===== config.mk =====
export PLATFORM = sky130hd
export DESIGN_NAME = ft_freeze_ctrl
export DESIGN_NICKNAME = d
export VERILOG_FILES = /design/src/rtl/ft_freeze_ctrl.sv
export SDC_FILE = /design/constraint.sdc
export NUM_CORES = 1
export LEC_CHECK = 0
export ABC_CLOCK_PERIOD_IN_PS = 3680
export CAP_MARGIN = 20
export CORE_ASPECT_RATIO = 0.8
export CORE_MARGIN = 2
export CORE_UTILIZATION = 53
export DETAILED_ROUTE_END_ITERATION = 16
export PLACE_DENSITY = 0.81
export SYNTH_ARGS = -nofsm -noshare
export SYNTH_HDL_FRONTEND = slang
export SYNTH_SLANG_ARGS = --single-unit

===== constraint.sdc =====
create_clock -name clock -period 3.68 [get_ports clock]
set_clock_uncertainty 0.15 [all_clocks]
set_input_delay 0.552 -clock clock [delete_from_list [all_inputs] [get_ports clock]]
set_output_delay 0.552 -clock clock [all_outputs]
set_load 0.02 [all_outputs]

===== src/rtl/ft_freeze_ctrl.sv =====
// -----------------------------------------------------------------------------
// ft_freeze_ctrl
//
// Emulates a slower memory by freezing the CPU clock after a data-bus
// transaction completes faster than the configured target latency. The block
// measures the actual latency of each read/write (start cycle counts as 1).
// If the ack arrives before the target, it holds freeze high for the
// remaining (target - actual) cycles. It also keeps saturating statistics
// counters.
//
// Ports
//   clock       in   module clock, rising edge
//   reset       in   synchronous, active-high reset
//   enable      in   freeze emulation enable
//   clr         in   synchronous clear of all statistics counters
//   ibus_stall  in   instruction-bus stall flag
//   dbus_read   in   data-bus read flag (wins over write when both high)
//   dbus_write  in   data-bus write flag
//   dbus_stall  in   data-bus stall flag
//   dbus_ack    in   raw data-bus ack
//   freeze      out  registered CPU clock-freeze request
//   busy        out  high whenever the controller is not idle
//   rd_cnt      out  accepted read starts
//   wr_cnt      out  accepted write starts
//   istall_cnt  out  cycles with ibus_stall high
//   dstall_cnt  out  cycles with dbus_stall high
//   freeze_cnt  out  cycles with freeze high
// -----------------------------------------------------------------------------
module ft_freeze_ctrl #(
    parameter int READ_LAT  = 20,
    parameter int WRITE_LAT = 12,
    parameter int LAT_W     = 8,
    parameter int CNT_W     = 32
) (
    input  logic             clock,
    input  logic             reset,
    input  logic             enable,
    input  logic             clr,
    input  logic             ibus_stall,
    input  logic             dbus_read,
    input  logic             dbus_write,
    input  logic             dbus_stall,
    input  logic             dbus_ack,
    output logic             freeze,
    output logic             busy,
    output logic [CNT_W-1:0] rd_cnt,
    output logic [CNT_W-1:0] wr_cnt,
    output logic [CNT_W-1:0] istall_cnt,
    output logic [CNT_W-1:0] dstall_cnt,
    output logic [CNT_W-1:0] freeze_cnt
);

    typedef enum logic [1:0] {
        S_IDLE   = 2'd0,
        S_TRACK  = 2'd1,
        S_FREEZE = 2'd2
    } state_t;

    localparam logic [LAT_W-1:0] RD_TGT  = LAT_W'(READ_LAT);
    localparam logic [LAT_W-1:0] WR_TGT  = LAT_W'(WRITE_LAT);
    localparam logic [LAT_W-1:0] LAT_ONE = LAT_W'(1);
    localparam logic [LAT_W-1:0] LAT_MAX = '1;
    localparam logic [CNT_W-1:0] CNT_ONE = CNT_W'(1);
    localparam logic [CNT_W-1:0] CNT_MAX = '1;

    function automatic logic [LAT_W-1:0] lat_sat_inc(input logic [LAT_W-1:0] v);
        return (v == LAT_MAX) ? v : v + LAT_ONE;
    endfunction

    function automatic logic [CNT_W-1:0] cnt_sat_inc(input logic [CNT_W-1:0] v,
                                                     input logic             inc);
        return (inc && (v != CNT_MAX)) ? v + CNT_ONE : v;
    endfunction

    state_t           r_state;
    state_t           w_next_state;
    logic             r_type;          // 1 = read, 0 = write
    logic             w_next_type;
    logic [LAT_W-1:0] r_elapsed;
    logic [LAT_W-1:0] w_next_elapsed;
    logic [LAT_W-1:0] r_remain;
    logic [LAT_W-1:0] w_next_remain;
    logic             r_freeze;
    logic             w_start;
    logic [LAT_W-1:0] w_start_tgt;
    logic [LAT_W-1:0] w_cur_tgt;
    logic [LAT_W-1:0] w_actual;

    // -------------------------------------------------------------------------
    // State and transaction registers
    // -------------------------------------------------------------------------
    always_ff @(posedge clock) begin
        if (reset) begin
            r_state   <= S_IDLE;
            r_type    <= 1'b0;
            r_elapsed <= '0;
            r_remain  <= '0;
            r_freeze  <= 1'b0;
        end else begin
            r_state   <= w_next_state;
            r_type    <= w_next_type;
            r_elapsed <= w_next_elapsed;
            r_remain  <= w_next_remain;
            // freeze is high for every cycle spent in FREEZE, registered so
            // no input reaches the output combinationally.
            r_freeze  <= (w_next_state == S_FREEZE);
        end
    end

    // -------------------------------------------------------------------------
    // Next-state logic
    // -------------------------------------------------------------------------
    always_comb begin
        w_next_state   = r_state;
        w_next_type    = r_type;
        w_next_elapsed = r_elapsed;
        w_next_remain  = r_remain;
        w_start        = 1'b0;
        w_start_tgt    = dbus_read ? RD_TGT : WR_TGT;
        w_cur_tgt      = r_type ? RD_TGT : WR_TGT;
        // Latency if the ack arrives this cycle (the start cycle was cycle 1).
        w_actual       = lat_sat_inc(r_elapsed);

        case (r_state)
            S_IDLE: begin
                if (enable && (dbus_read || dbus_write)) begin
                    w_start     = 1'b1;
                    w_next_type = dbus_read;
                    if (dbus_ack) begin
                        // Single-cycle transaction: actual latency is 1.
                        if (w_start_tgt > LAT_ONE) begin
                            w_next_state  = S_FREEZE;
                            w_next_remain = w_start_tgt - LAT_ONE;
                        end
                    end else begin
                        w_next_state   = S_TRACK;
                        w_next_elapsed = LAT_ONE;
                    end
                end
            end

            S_TRACK: begin
                if (!enable) begin
                    w_next_state = S_IDLE;
                end else if (!dbus_ack) begin
                    w_next_elapsed = w_actual;
                end else if (w_actual < w_cur_tgt) begin
                    w_next_state  = S_FREEZE;
                    w_next_remain = w_cur_tgt - w_actual;
                end else begin
                    w_next_state = S_IDLE;
                end
            end

            S_FREEZE: begin
                // Bus activity is ignored here; a new start is only taken
                // from IDLE.
                if (!enable || (r_remain <= LAT_ONE)) begin
                    w_next_state  = S_IDLE;
                    w_next_remain = '0;
                end else begin
                    w_next_remain = r_remain - LAT_ONE;
                end
            end

            default: begin
                w_next_state = S_IDLE;
            end
        endcase
    end

    // -------------------------------------------------------------------------
    // Statistics counters (clear beats any simultaneous increment)
    // -------------------------------------------------------------------------
    always_ff @(posedge clock) begin
        if (reset || clr) begin
            rd_cnt     <= '0;
            wr_cnt     <= '0;
            istall_cnt <= '0;
            dstall_cnt <= '0;
            freeze_cnt <= '0;
        end else begin
            rd_cnt     <= cnt_sat_inc(rd_cnt, w_start && dbus_read);
            wr_cnt     <= cnt_sat_inc(wr_cnt, w_start && !dbus_read);
            istall_cnt <= cnt_sat_inc(istall_cnt, ibus_stall);
            dstall_cnt <= cnt_sat_inc(dstall_cnt, dbus_stall);
            freeze_cnt <= cnt_sat_inc(freeze_cnt, r_freeze);
        end
    end

    assign freeze = r_freeze;
    assign busy   = (r_state != S_IDLE);

endmodule

==> metrics.txt <==
core area=between 0.015 and 0.02 mm2; I/O Pins=between 150 and 200; Layout Cells excl Fill=1,495; Syn Area/Cell=approximately 8.4 um2; Main synth FF type=dfxtp_1; largest net degree at the start of global routing=92; Yosys warning count=0; FMAX=a little under 300 MHz; CP Max Fanout=16; Root Buffer=clkbuf_16; status=complete, no violations; R2R depth=12; WL/cell=around 16 um; CP Data Required Time=just under 4000 ps; Async SR Flop Fraction=0%; ANT cells=0; Hold Path Class=reg2reg; CTS Buffer Depth=2; ANT nets after route=0; clk slew on worst S/H paths=around 60 ps; die height=roughly 120 um; RSZ-0062 raised after global routing=false; row count=43; ratio of cells with drive above 1 in the final layout=under 10%; DRT Wirelength=around 24,000 um; CTS tree=yes; Mapped Nets=1,126; Yosys reg bits=180; Initial Utilization=between 50 and 60%; worst-skew pair later-pin latency=430 ps; final critical-path share of the clock period=between 90% and 100%; worst vdd ir=approximately 0.26 mV; post-route minimum period=around 3400 ps; CP endpoint=r_remain[7]$_SDFFE_PP0P_; critical path launch point type=flip-flop; R2R setup slack=just under 300 ps; Unique masters post-synth=75; hold_buf cts=0; max-cap viol count=0; initial antenna violation count=0; DR pass1 iterations=5; synthesis-to-layout area growth=26.5%; slew margin rel.=just over 30%; vias=a little under 9,000; chip width=approximately 150 um; grt total ovfl=0; vias in the first global route=7,809; mapped cell area=0.00927 mm2; Slew @ Worst Pin=1050 ps; crit end category=flip-flop; CTS H-tree depth=4; CP startpoint=r_elapsed[0]$_SDFFE_PP0P_; CP Class=reg2reg; Seq/Total Area, Yosys=around two fifths; PwrDens=about 340 mW/mm2; reg2reg end=r_remain[7]$_SDFFE_PP0P_; leakage dissipation=3.76 nW; post-CTS setup buffer count=0; Placer Congestion=0.899; slack of the critical path=between 200 and 300 ps; via-per-instance ratio=5.89; endpoints failing hold=0; cts repair resizes=0; DP Worst Slack=356 ps; dpl hpwl=17,100 um; nets=1,281; reg-to-reg critical path startpoint=r_elapsed[0]$_SDFFE_PP0P_; clk sinks=180; Residual DRC=0; Critical Path AT=3560 ps; # setup viols final=0; count of pins over their slew limit=0; die area=0.0186 mm2; setup_tns=0 ps; Cells after Synth=between 1,000 and 1,500; first-pass GRT wire length=about 39,000 um; Post-synth EDFFs=0; GRT Total Usage=roughly 25%; Placed Cells=1,462; total CTS buffers=17; Initial DRC Count=667; # port buffers=170; overall power=3.99 mW
==> stage by stage <==
step	hold WS [ps]	utilization, %	instance area [um2]
2_1_floorplan	321	-	9270
3_3_place_gp	326	64.7	11100
3_5_place_dp	340	64.7	11100
4_1_cts	360	68.0	11700
5_1_grt	388	68.1	11700
6_report	358	68.1	11700
==> final cells by class <==
type,instances,area (um2)
repair buffers,180,1790
fillers,1430,5490
multi-input cells,855,5390
clock buffers,22,464
inverters,23,86.3
well taps,225,282
flip-flops and latches,180,3600
clock inverters,10,106
==> synth_stat cells (6+ instances only) <==
| library cell | number | area share [%] |
|---|---|---|
| ha_1 | 15 | 2.0 |
| clkbuf_1 | 31 | 1.3 |
| and3_1 | 25 | 1.7 |
| nor3b_1 | 6 | 0.49 |
| nand4_1 | 53 | 3.6 |
| and2_1 | 9 | 0.61 |
| or3_1 | 27 | 1.8 |
| nor3_1 | 44 | 2.4 |
| o2111ai_1 | 8 | 0.76 |
| dfxtp_1 | 180 | 39 |
| xor2_1 | 56 | 5.3 |
| or4_1 | 7 | 0.57 |
| xnor2_1 | 74 | 7.0 |
| inv_1 | 23 | 0.93 |
| nor4_1 | 9 | 0.61 |
| nand2_1 | 71 | 2.9 |
| o21ai_0 | 41 | 2.2 |
| a21oi_1 | 43 | 2.3 |
| and4_1 | 16 | 1.5 |
| a31oi_1 | 7 | 0.47 |
| buf_2 | 8 | 0.43 |
| o211ai_1 | 11 | 0.89 |
| a211oi_1 | 17 | 1.4 |
| or2_2 | 7 | 0.47 |
| nand3_1 | 62 | 3.3 |
| nor2_1 | 162 | 6.6 |
==> cells by family after synthesis <==
group,synth area share (%)
simple gates,30.8
flops,38.9
compound gates,12.4
xor+xnor,12.3
buf+inv,3.06
fa+ha+maj,2.02
mux,0.540
==> power breakdown <==
group | leakage [nW] | switching (mW) | internal, mW
Clock | 0.283 | 0.752 | 1.03
Combinational | 2.02 | 0.145 | 0.0807
Sequential | 1.45 | 0.0179 | 1.96
Total | 3.76 | 0.915 | 3.07
==> worst max-delay path: stages, from the launching register on <==
cell,delay (ps)
dfxtp_1,460
ha_1,300
nand3_1,230
nor2_1,210
nor2_1,90
xnor2_1,180
ha_1,320
and3_1,200
o211ai_1,110
a2bb2oi_2,100
o211ai_2,590
mux2i_1,160
a21o_1,200
==> registers in the layout (all words and copies together), names as in the netlist <==
signal	flops
r_type	1
r_state	2
r_remain	8
dstall_cnt	32
freeze	1
istall_cnt	32
r_elapsed	8
wr_cnt	32
freeze_cnt	32
rd_cnt	32
==> placed cells by master (no fill, tap or decap), types with 25 or more instances in the layout <==
master,Yosys,layout
nand4_1,53,53
clkdlybuf4s50_1,0,170
xor2_1,56,56
nor3_1,44,44
xnor2_1,74,74
dfxtp_1,180,180
o21ai_0,41,41
a21oi_1,43,43
nand2_1,71,71
and3_1,25,25
nor2_1,162,162
nand3_1,62,62
or3_1,27,27
==> layer usage <==
| layer | track usage [%] | vias to the layer above | wire, um |
|---|---|---|---|
| met5 | 0 | - | 0 |
| met4 | 6.66 | 0 | 366 |
| met3 | 5.12 | 37 | 1930 |
| met2 | 39.7 | 343 | 10600 |
| met1 | 36.2 | 4128 | 11300 |
| li1 | - | 4297 | - |
==> how the worst min path moves through the flow <==
stage / endpoint / depth (start not counted) / startpoint
after floorplan: r_remain[6]$_SDFFE_PP0P_ / 1 / r_remain[6]$_SDFFE_PP0P_
after global placement: freeze_cnt[1]$_SDFFE_PP0P_ / 2 / freeze_cnt[1]$_SDFFE_PP0P_
after detailed placement: freeze_cnt[1]$_SDFFE_PP0P_ / 2 / freeze_cnt[1]$_SDFFE_PP0P_
after CTS: freeze_cnt[1]$_SDFFE_PP0P_ / 2 / freeze_cnt[1]$_SDFFE_PP0P_
after global routing: r_remain[3]$_SDFFE_PP0P_ / 2 / r_remain[3]$_SDFFE_PP0P_
final: r_remain[6]$_SDFFE_PP0P_ / 1 / r_remain[6]$_SDFFE_PP0P_
Note: power is estimated with default switching activity, not from simulation.
